<file path="src/rtl/moore_seq_player_pkg.sv">
// moore_seq_player_pkg: state encoding and symbol constants shared by player, detector and bench
package moore_seq_player_pkg;
   localparam logic [2:0] S_IDLE  = 3'd0;
   localparam logic [2:0] S_RST   = 3'd1;
   localparam logic [2:0] S_PLAY  = 3'd2;
   localparam logic [2:0] S_DRAIN = 3'd3;
   localparam logic [2:0] S_DONE  = 3'd4;
   localparam logic [1:0] SYM_00 = 2'b00;
   localparam logic [1:0] SYM_01 = 2'b01;
   localparam logic [1:0] SYM_10 = 2'b10;
   localparam logic [1:0] SYM_11 = 2'b11;
   typedef enum logic [2:0] {
      IDLE  = S_IDLE,
      RST   = S_RST,
      PLAY  = S_PLAY,
      DRAIN = S_DRAIN,
      DONE  = S_DONE
   } state_t;
endpackage

</file>
<file path="src/rtl/moore_sym_mem.sv">
// moore_sym_mem: DEPTH x 2 symbol register file, one write port, one asynchronous read port
module moore_sym_mem #(
   parameter int DEPTH = 16,
   parameter int AW    = 4
) (
   input  logic          clk,
   input  logic          we_i,
   input  logic [AW-1:0] waddr_i,
   input  logic [1:0]    wdata_i,
   input  logic [AW-1:0] raddr_i,
   output logic [1:0]    rdata_o
);
   logic [1:0] mem_q [DEPTH];
   // symbol storage; contents survive reset
   always_ff @(posedge clk) begin
      if (we_i) mem_q[waddr_i] <= wdata_i;
   end
   assign rdata_o = mem_q[raddr_i];
endmodule

</file>
<file path="src/rtl/moore_seq_player.sv">
// moore_seq_player: plays a programmed symbol list into a Moore detector and traces its output
module moore_seq_player
   import moore_seq_player_pkg::*;
#(
   parameter int DEPTH = 16,
   parameter int AW    = 4,
   parameter int DIV_W = 8
) (
   input  logic             clk,
   input  logic             reset,
   input  logic             wr_en_i,
   input  logic [AW-1:0]    wr_addr_i,
   input  logic [1:0]       wr_sym_i,
   input  logic [AW:0]      len_i,
   input  logic [DIV_W-1:0] step_div_i,
   input  logic             start_i,
   input  logic             abort_i,
   output logic             det_reset_o,
   output logic [1:0]       det_ain_o,
   input  logic             det_yout_i,
   output logic             busy_o,
   output logic             done_o,
   output logic [DEPTH-1:0] trace_o,
   output logic [AW:0]      rise_cnt_o
);
   localparam logic [AW:0] LEN_MAX = (AW+1)'(DEPTH);
   state_t             state_q, state_d;
   logic [AW-1:0]      idx_q, idx_d, pidx_q, pidx_d;
   logic [DIV_W-1:0]   hc_q, hc_d, div_q, div_d;
   logic [AW:0]        len_q, len_d, cnt_q, cnt_d;
   logic [DEPTH-1:0]   trace_q, trace_d;
   logic               pend_q, pend_d, yout_q;
   logic               det_reset_q, det_reset_d, ab;
   logic [1:0]         det_ain_q, det_ain_d, rd_sym;
   moore_sym_mem #(.DEPTH(DEPTH), .AW(AW)) u_mem (
      .clk     (clk),
      .we_i    (wr_en_i && !busy_o),
      .waddr_i (wr_addr_i),
      .wdata_i (wr_sym_i),
      .raddr_i (idx_d),
      .rdata_o (rd_sym)
   );
   assign busy_o      = state_q inside {RST, PLAY, DRAIN};
   assign done_o      = state_q == DONE;
   assign ab          = abort_i && busy_o;
   assign det_reset_d = ab || state_d == RST;
   assign det_ain_d   = state_d == PLAY ? rd_sym : state_d == DRAIN ? det_ain_q : SYM_00;
   assign det_reset_o = det_reset_q;
   assign det_ain_o   = det_ain_q;
   assign trace_o     = trace_q;
   assign rise_cnt_o  = cnt_q;
   // next state: sequencing, hold counting, trace capture one cycle after each window, edge counting
   always_comb begin
      state_d = state_q;
      idx_d   = idx_q;
      hc_d    = hc_q;
      div_d   = div_q;
      len_d   = len_q;
      trace_d = trace_q;
      cnt_d   = cnt_q;
      pend_d  = 1'b0;
      pidx_d  = pidx_q;
      if (pend_q) trace_d[pidx_q] = det_yout_i;
      if ((state_q == PLAY || state_q == DRAIN) && det_yout_i && !yout_q && cnt_q != '1)
         cnt_d = cnt_q + 1'b1;
      case (state_q)
         IDLE: if (start_i) begin
            state_d = RST;
            len_d   = (len_i > LEN_MAX) ? LEN_MAX : len_i;
            div_d   = step_div_i;
            trace_d = '0;
            cnt_d   = '0;
         end
         RST: begin
            state_d = (len_q == '0) ? DRAIN : PLAY;
            idx_d   = '0;
            hc_d    = '0;
         end
         PLAY: if (hc_q == div_q) begin
            hc_d    = '0;
            pend_d  = 1'b1;
            pidx_d  = idx_q;
            state_d = ({1'b0, idx_q} == len_q - 1'b1) ? DRAIN : PLAY;
            idx_d   = ({1'b0, idx_q} == len_q - 1'b1) ? idx_q : idx_q + 1'b1;
         end else begin
            hc_d = hc_q + 1'b1;
         end
         DRAIN:   state_d = DONE;
         DONE:    state_d = IDLE;
         default: state_d = IDLE;
      endcase
      if (ab) begin
         state_d = IDLE;
         pend_d  = 1'b0;
      end
   end
   // state and registered detector drive; reset re-arms the detector
   always_ff @(posedge clk) begin
      if (reset) begin
         state_q     <= IDLE;
         idx_q       <= '0;
         hc_q        <= '0;
         div_q       <= '0;
         len_q       <= '0;
         trace_q     <= '0;
         cnt_q       <= '0;
         pend_q      <= 1'b0;
         pidx_q      <= '0;
         yout_q      <= 1'b0;
         det_reset_q <= 1'b1;
         det_ain_q   <= SYM_00;
      end else begin
         state_q     <= state_d;
         idx_q       <= idx_d;
         hc_q        <= hc_d;
         div_q       <= div_d;
         len_q       <= len_d;
         trace_q     <= trace_d;
         cnt_q       <= cnt_d;
         pend_q      <= pend_d;
         pidx_q      <= pidx_d;
         yout_q      <= det_yout_i;
         det_reset_q <= det_reset_d;
         det_ain_q   <= det_ain_d;
      end
   end
endmodule

</file>
<file path="config.mk">
export PLATFORM = sky130hd
export DESIGN_NAME = moore_seq_player
export DESIGN_NICKNAME = d
export VERILOG_FILES = /design/src/rtl/moore_seq_player_pkg.sv /design/src/rtl/moore_sym_mem.sv /design/src/rtl/moore_seq_player.sv
export SDC_FILE = /design/constraint.sdc
export NUM_CORES = 1
export LEC_CHECK = 0
export CORE_ASPECT_RATIO = 1.4
export CORE_MARGIN = 2
export CORE_UTILIZATION = 32
export DETAILED_ROUTE_END_ITERATION = 8
export GPL_ROUTABILITY_DRIVEN = 0
export SLEW_MARGIN = 20
export SYNTH_ARGS = -nofsm -noshare
export SYNTH_HDL_FRONTEND = slang
export SYNTH_SLANG_ARGS = --single-unit
</file>
<file path="constraint.sdc">
create_clock -name clk -period 3 [get_ports clk]
set_input_delay 0.6 -clock clk [delete_from_list [all_inputs] [get_ports clk]]
set_output_delay 0.6 -clock clk [all_outputs]
set_load 0.02 [all_outputs]
</file>
# Yosys cells after proc, flatten, opt, wreduce, memory -nomap -nowiden
# Memory sizes are Yosys's and may differ from the RTL's.
# Index checks and enable logic that the tools add are counted.
# totals
regBits,58
ramBits,32
in_bits,25
out_inout_bits,26
wordCells,75
n_memories,1
# memory_table
memory,depth,word_bits,rd,rd_clocked_by_memory_dff,write_ports,line,rtl
u_mem.mem_q,16,2,1,0,1,moore_sym_mem.sv:13,logic [1:0] mem_q [DEPTH];
# op_classes
add_sub_neg,4
order_cmp,3
eq_ne,11
muxes,26
bitwise,1
reduce_logical,17
# op_table
operator,n
$mux 16,3
$mux 5,4
$bwmux 16,1
$pmux 8 s2,1
$eq 3x2->1 const B,4
$pmux 3 s4,1
$mux 3,3
$add 8x1->8 const B,1
$eq 8x8->1,1
$mux 4,2
$mux 8,1
$pmux 4 s2,1
$eq 3x1->1 const B,2
$logic_and 1x1->1,6
$mux 1,6
$add 5x1->5 const B,1
$eq 4x5->1,1
$gt 5x5->1 const B,1
$logic_not 5->1,1
$lt 4x5->1 const B,1
$ne 5x5->1 const B,1
$sub 5x1->5 const B,1
$add 4x1->4 const B,1
$demux 1 s4,1
other kinds (12),16

# Logic depth before layout (Yosys ltp)
# Gate-level depths: netlist of the first run.
# depth
ltp_word,9
depth_mapped,12
mapped_depth_nobuf,10

# Cells and area by module
# A second synthesis of the first run with hierarchy kept.
# hier_totals
hier_cells,397
hier_area_um2,4146.5
# by_module_without_submodules
mod,n_inst,cells_each,area_per_inst_um2,seq_area_each_um2
moore_seq_player,1,321,2806.4,1161.1
moore_sym_mem,1,76,1340.0,960.9

# Least setup slack after synthesis of the first run
# No wires, ideal clock.
# synth_path
kind,reg2reg
start,register len_q[0]
end,register det_ain_q[0] (netlist: det_ain_o[0])
setup_ps,126
arrival_ps,2380
required_time_ps,2874
setup_slack_ps,494
path_stages_with_launch,12
path_buffers,1
synth_period_minus_slack_ps,2506
path_cell_list,dfxtp_1 > inv_1 > ha_1 > o21ba_1 > a221oi_2 > o2111ai_2 > and3_1 > buf_6 > nor2_2 > mux2_1 > o211ai_1 > nand3_1
# synth_between
elab_chain_len,8
word_cells_on_any_way,16
cone_classes,add/sub: 1; eq/ne: 4; mux: 9; reduce/logical: 1; memory: 1
# synth_lines
item,line,rtl
start: declaration,moore_seq_player.sv:30,"logic [AW:0] len_q, len_d, cnt_q, cnt_d;"
start signal: assignment,moore_seq_player.sv:117,len_q <= len_d;
"parallel branches: the longest is 8 deep, another holds $sub 5x1->5",--,
end signal: assignment,moore_seq_player.sv:124,det_ain_q <= det_ain_d;
end: declaration,moore_seq_player.sv:34,"logic [1:0] det_ain_q, det_ain_d, rd_sym;"
# Parallel ways; which one is timed is not known.
# A chain may end at the register's enable or synchronous reset.

# Worst setup path in the final report of the first run
# layout_path
start,register len_q[0]
end,register det_ain_q[1] (netlist: det_ain_o[1])
# Same word-level chain as after synthesis.

==> impl_metrics.json, run 1 <==
{
  "status": "complete, no violations",
  "insertion_delay_ns": 0.35,
  "tritoncts": "yes",
  "synth-edff-count": 32,
  "detailed_place_hpwl_um": 7456,
  "path_class": "reg2reg",
  "synth_nets": 489,
  "fmax_mhz": 365.2,
  "wl_met3_um": 378,
  "grt_max_degree": 34,
  "io_buffers": 50,
  "min_period_ns": 2.738,
  "grt_pass1_wl_um": 16460,
  "grt_pass1_vias": 3454,
  "area_delta_synth_final_pct": 23.02,
  "cp-end-kind": "flop",
  "crit_required_ns": 3.23,
  "fin_nets": 537,
  "synthDistinctLibCells": 60,
  "cts_setup_buffers": 0,
  "placed_cell_area_mm2": 0.005005,
  "multi_input_area_mm2": 0.002077,
  "ios": 51,
  "core_area_mm2": 0.01326,
  "clock_skew_ns": 0.007352,
  "worst_path_largest_cell_delay_ns": 0.40,
  "worst-endpoint-arrival_ns": 2.97,
  "crit_buf_inv": 2,
  "synth_seq_cells": 90,
  "ant_nets": 0,
  "setup_viol": 0,
  "drive_gt1_share_pct": 8.984,
  "die_w_um": 102.2,
  "first_pass_iters": 4,
  "crit_top_cell": "a32oi_1",
  "fin_util_pct": 40.08,
  "antenna_found_initial": 0,
  "drv_slew": 0,
  "avgRoutedWirePerCell_um": 14.46,
  "clk_path_buf_depth": 2,
  "antenna_cells": 0,
  "min_period_over_period_pct": 91.28,
  "synth-async-reset-ratio_pct": 0,
  "rows": 50,
  "top_layer": "met4",
  "cp-start-kind": "flop",
  "yosysWarnings": 0,
  "syn_area_mm2": 0.004322,
  "drc": 0,
  "drt_iter0_drc": 196,
  "rsz0062_at_grt": "no",
  "syn_avg_cell_area_um2": 9.415,
  "wl_um": 10040,
  "critical_path.max_fanout": 8,
  "ir_drop_mv": 0.2407,
  "finalSetupTns_ns": 0,
  "globalRouteTotalUtil_pct": 14.63,
  "final_common_cell": "dfxtp_1",
  "cts_root_buf": "clkbuf_16",
  "cp_top_family": "compound AO/OA/AOI/OAI gates",
  "vias": 3473,
  "cts_inserted_buffers": 9,
  "drt-met1-wl_um": 4307,
  "wl_met2_um": 5067,
  "gr-total-overflow": 0,
  "path_clk_slew_ns": 0.07,
  "die_y_um": 141.5,
  "maxCapViolations": 0,
  "fin_area_mm2": 0.005316,
  "tightest_slew_ns": 0.6051,
  "numClockSinks": 90,
  "initial_core_util_pct": 32.58,
  "cts.htree.levels": 3,
  "fillCellCount": 1313,
  "final_cell_mix": "dfxtp_1, nor2_1, nand2_1",
  "hold_viol_final": 0,
  "crit_chain": "inv_1 > ha_1 > o21ba_1 > a221oi_2 > o2111ai_2 > buf_4 > a21o_1 > a211oi_1 > a32oi_1 > a32oi_1 > nand3_1",
  "ys.flop_type": "dfxtp_1",
  "slew_headroom_pct": 59.55,
  "power.leakage_nw": 1.887,
  "slowest_stage": "dfxtp_1",
  "min_path_type": "reg2reg",
  "regArea_mm2": 0.002122,
  "power_density_mw_per_mm2": 569.5,
  "yosysSeqAreaShare_pct": 49.10,
  "synthCells": 459,
  "die_area_mm2": 0.01446,
  "viasPerCell": 5.004
}
metrics by stage:
step / instances / power, W / hold WS, ns / setup slack (ns)
after floorplan: 459 / 0.001738 / 0.4450 / 0.4936
after global placement: 678 / 0.001906 / 0.4604 / 0.3507
after detailed placement: 678 / 0.001912 / 0.4652 / 0.1995
after CTS: 694 / 0.003040 / 0.4729 / 0.1862
after global routing: 694 / 0.003155 / 0.4998 / 0.02452
final: 694 / 0.003028 / 0.4723 / 0.2616
worst paths after layout:
path	startpoint	to	cells after the start	slack (ns)
setup reg to reg	len_q[0]	det_ain_o[1]	11	0.26
setup / recovery	len_q[0]	det_ain_o[1]	11	0.26
hold reg to reg	trace_o[0]	trace_o[0]	2	0.47
hold / removal	trace_o[0]	trace_o[0]	2	0.47
final cells by class:
type | count | share of cell area [%]
clock buffer | 10 | 4.707
sequential | 90 | 39.92
clock inverter | 6 | 1.059
multi-input combinational | 342 | 39.07
inverter | 6 | 0.4236
tap | 182 | 4.283
timing repair buffer | 58 | 10.54
worst register-to-register path: cells and delay by family (launching register included):
family | cells | cell delay, ns
and+or+nand+nor | 1 | 0.09
DFF | 1 | 0.40
AOI/OAI and AO/OA | 7 | 1.54
buffers and inverters | 2 | 0.31
adders and majority gates | 1 | 0.26
synth_stat cells (all sizes together), types with 3 or more instances:
library cell / instances / area share, %
edfxtp: 32 / 22
mux2i: 12 / 2.8
nor3b: 6 / 1.0
inv: 6 / 0.52
nand2b: 6 / 0.87
nor4b: 4 / 0.96
nand3b: 10 / 1.7
a22oi: 4 / 0.69
a32oi: 3 / 0.61
a211oi: 3 / 0.64
o21ai: 27 / 3.1
and3: 10 / 1.4
a21oi: 36 / 4.3
nor2: 57 / 5.1
nand3: 28 / 3.4
dfxtp: 58 / 27
nand2: 53 / 4.6
mux2: 3 / 0.78
xnor2: 3 / 0.61
buf: 8 / 1.4
or3: 4 / 0.58
ha: 5 / 1.4
a21o: 4 / 0.69
or3b: 3 / 0.61
and2: 3 / 0.43
a311oi: 5 / 1.0
clkbuf: 13 / 1.1
xor2: 14 / 2.8
nor3: 15 / 2.0
o211ai: 4 / 0.81
layer usage:
metal | vias up | GRT usage (%)
met5 | - | 0
met4 | 0 | 8.140
met3 | 17 | 2.414
met2 | 72 | 24.97
met1 | 1638 | 17.18
li1 | 1746 | -
state kept, by name (all words and copies together) (netlist names):
register,flops
u_mem.mem_q,32
trace_o,16
div_q,8
hc_q,8
len_q,5
rise_cnt_o,5
idx_q,4
pidx_q,4
state_q,3
det_ain_o,2
det_reset_o,1
pend_q,1
yout_q,1
repair_timing:
action / in CTS / in global routing
resized for setup: 0 / 1
hold buffers: 0 / 0
endpoints found under the setup margin: 0 / 2
where the power goes:
group	leakage, nW	switching [W]	total (W)	internal, W
sequential	0.759	0.0000432	0.00135	0.00130
clock	0.148	0.000508	0.00113	0.000627
combinational	0.981	0.000341	0.000546	0.000204
total	1.89	0.000893	0.00303	0.00213
kinds of logic after synthesis:
| family | synth area share [%] |
|---|---|
| adders and majority gates | 1.448 |
| buffers and inverters | 3.098 |
| DFF | 49.10 |
| xor gates and xnor gates | 3.445 |
| muxes | 3.561 |
| and+or+nand+nor | 24.87 |
| AOI/OAI and AO/OA | 14.48 |
Power figures use the tool's default switching activity.
==> run 2, diff against run 1 <==
Settings changed: CTS_BUF_LIST set to sky130_fd_sc_hd__clkbuf_8.
==> impl_metrics.json, run 2 (synthesized netlist as in run 1, its figures left out) <==
{
  "min_period_ns": 2.768,
  "cp-start-kind": "flop",
  "min_path_type": "reg2reg",
  "path_class": "reg2reg",
  "drive_gt1_share_pct": 8.984,
  "grt_max_degree": 34,
  "fin_cells": 694,
  "antenna_cells": 0,
  "fin_nets": 537,
  "final_cell_mix": "dfxtp_1, nor2_1, nand2_1",
  "die_y_um": 141.5,
  "die_area_mm2": 0.01446,
  "drv_slew": 0,
  "avgRoutedWirePerCell_um": 14.44,
  "cts_root_buf": "clkbuf_8",
  "wl_um": 10020,
  "cts.htree.levels": 3,
  "crit_chain": "inv_1 > ha_1 > o21ba_1 > a221oi_2 > o2111ai_2 > and3_1 > nor2_4 > mux2_1 > o211ai_1 > nand3_1",
  "io_buffers": 50,
  "first_pass_iters": 4,
  "cts_setup_buffers": 0,
  "slew_headroom_pct": 59.53,
  "rows": 50,
  "top_register": "u_mem.mem_q",
  "fin_area_mm2": 0.005220,
  "critical_path.max_fanout": 8,
  "rsz0062_at_grt": "no",
  "largest_reg_flops": 32,
  "fmax_mhz": 361.3,
  "crit_required_ns": 3.26,
  "final_common_cell": "dfxtp_1",
  "area_delta_synth_final_pct": 20.79,
  "globalRouteTotalUtil_pct": 14.44,
  "grt_pass1_vias": 3447,
  "power_density_mw_per_mm2": 528.6,
  "placed_cell_area_mm2": 0.005005,
  "maxCapViolations": 0,
  "insertion_delay_ns": 0.38,
  "worst-endpoint-arrival_ns": 3.03,
  "ios": 51,
  "clock_skew_ns": 0.01094,
  "min_period_over_period_pct": 92.27,
  "tightest_slew_ns": 0.6055,
  "initial_core_util_pct": 32.58,
  "detailed_place_hpwl_um": 7456,
  "slowest_stage": "dfxtp_1",
  "drc": 0,
  "hold_viol_final": 0,
  "cts_inserted_buffers": 9,
  "power.leakage_nw": 1.843,
  "fillCellCount": 1329,
  "viasPerCell": 5.023,
  "core_area_mm2": 0.01326,
  "setup_viol": 0,
  "dp.cells": 678,
  "cp-end-kind": "flop",
  "die_w_um": 102.2,
  "clk_path_buf_depth": 2,
  "tritoncts": "yes",
  "path_clk_slew_ns": 0.10,
  "grt_pass1_wl_um": 16370,
  "regArea_mm2": 0.002122,
  "vias": 3486,
  "antenna_found_initial": 0,
  "status": "complete, no violations",
  "numClockSinks": 90,
  "drt_iter0_drc": 200,
  "worst_path_largest_cell_delay_ns": 0.40,
  "ant_nets": 0,
  "cts_hold_buffers": 0,
  "finalSetupTns_ns": 0,
  "multi_input_area_mm2": 0.002077,
  "gr-total-overflow": 0,
  "ir_drop_mv": 0.1895
}
==> run 2: cell count changes in the layout (fill, tap and decap cells not counted), sizes merged <==
| cell | previous run | this run |
|---|---|---|
| bufinv | 0 | 1 |
| clkbuf | 10 | 9 |
==> run 2: worst max-delay path: cells and delay by family, from the launching register on <==
family / cells / cell delay, ns
AO/OA/AOI/OAI: 4 / 0.96
adder cells (fa/ha/maj): 1 / 0.26
buffers and inverters: 1 / 0.06
flip-flops: 1 / 0.40
multiplexers: 1 / 0.34
AND/OR/NAND/NOR: 3 / 0.63
==> run 2: area by class of cell <==
| type | instances | area share (%) |
|---|---|---|
| clock buffer | 9 | 2.373 |
| inverter | 6 | 0.4314 |
| clock inverter | 7 | 1.654 |
| tap | 182 | 4.362 |
| timing repair buffer | 58 | 10.74 |
| sequential | 90 | 40.65 |
| multi-input combinational | 342 | 39.79 |
==> run 2: worst paths after layout <==
check / start / endpoint / slack, ns / cells after the start
min: trace_o[0] / trace_o[0] / 0.48 / 2
min reg2reg: trace_o[0] / trace_o[0] / 0.48 / 2
max reg2reg: len_q[0] / det_ain_o[0] / 0.23 / 10
max: len_q[0] / det_ain_o[0] / 0.23 / 10
==> run 2: stage by stage <==
| step | hold slack (ns) | utilization, % | total power [W] | worst slack (ns) |
|---|---|---|---|---|
| 2_1_floorplan | 0.4450 | - | 0.001738 | 0.4936 |
| 3_3_place_gp | 0.4604 | 37.74 | 0.001906 | 0.3507 |
| 3_5_place_dp | 0.4652 | 37.74 | 0.001912 | 0.1995 |
| 4_1_cts | 0.4829 | 39.32 | 0.002772 | 0.1485 |
| 5_1_grt | 0.5044 | 39.36 | 0.002892 | 0.01801 |
| 6_report | 0.4791 | 39.36 | 0.002759 | 0.2319 |
==> run 2: repair_timing <==
item                                    4_1_cts  5_1_grt
endpoints found under the setup margin        0        2
hold endpoints to repair                      0        0
gates resized for setup                       0        1
==> run 2: routing by layer <==
metal / up-vias / part of all wire, % / track usage [%]
li1: 1745 / - / -
met1: 1643 / 43 / 17.06
met2: 77 / 50 / 24.90
met3: 21 / 3.9 / 2.857
met4: 0 / 3.0 / 6.596
met5: - / 0 / 0
==> run 2: power by group <==
group | switching [W] | internal (W) | leakage [nW]
Sequential | 0.0000433 | 0.00130 | 0.759
Combinational | 0.000342 | 0.000204 | 0.981
Clock | 0.000467 | 0.000399 | 0.104
==> run 3, diff against run 2 <==
Settings changed: SLEW_MARGIN 20 to unset.
==> results of run 3 <==
Same layout as run 2: the final DEF is identical, and so are final timing and power.
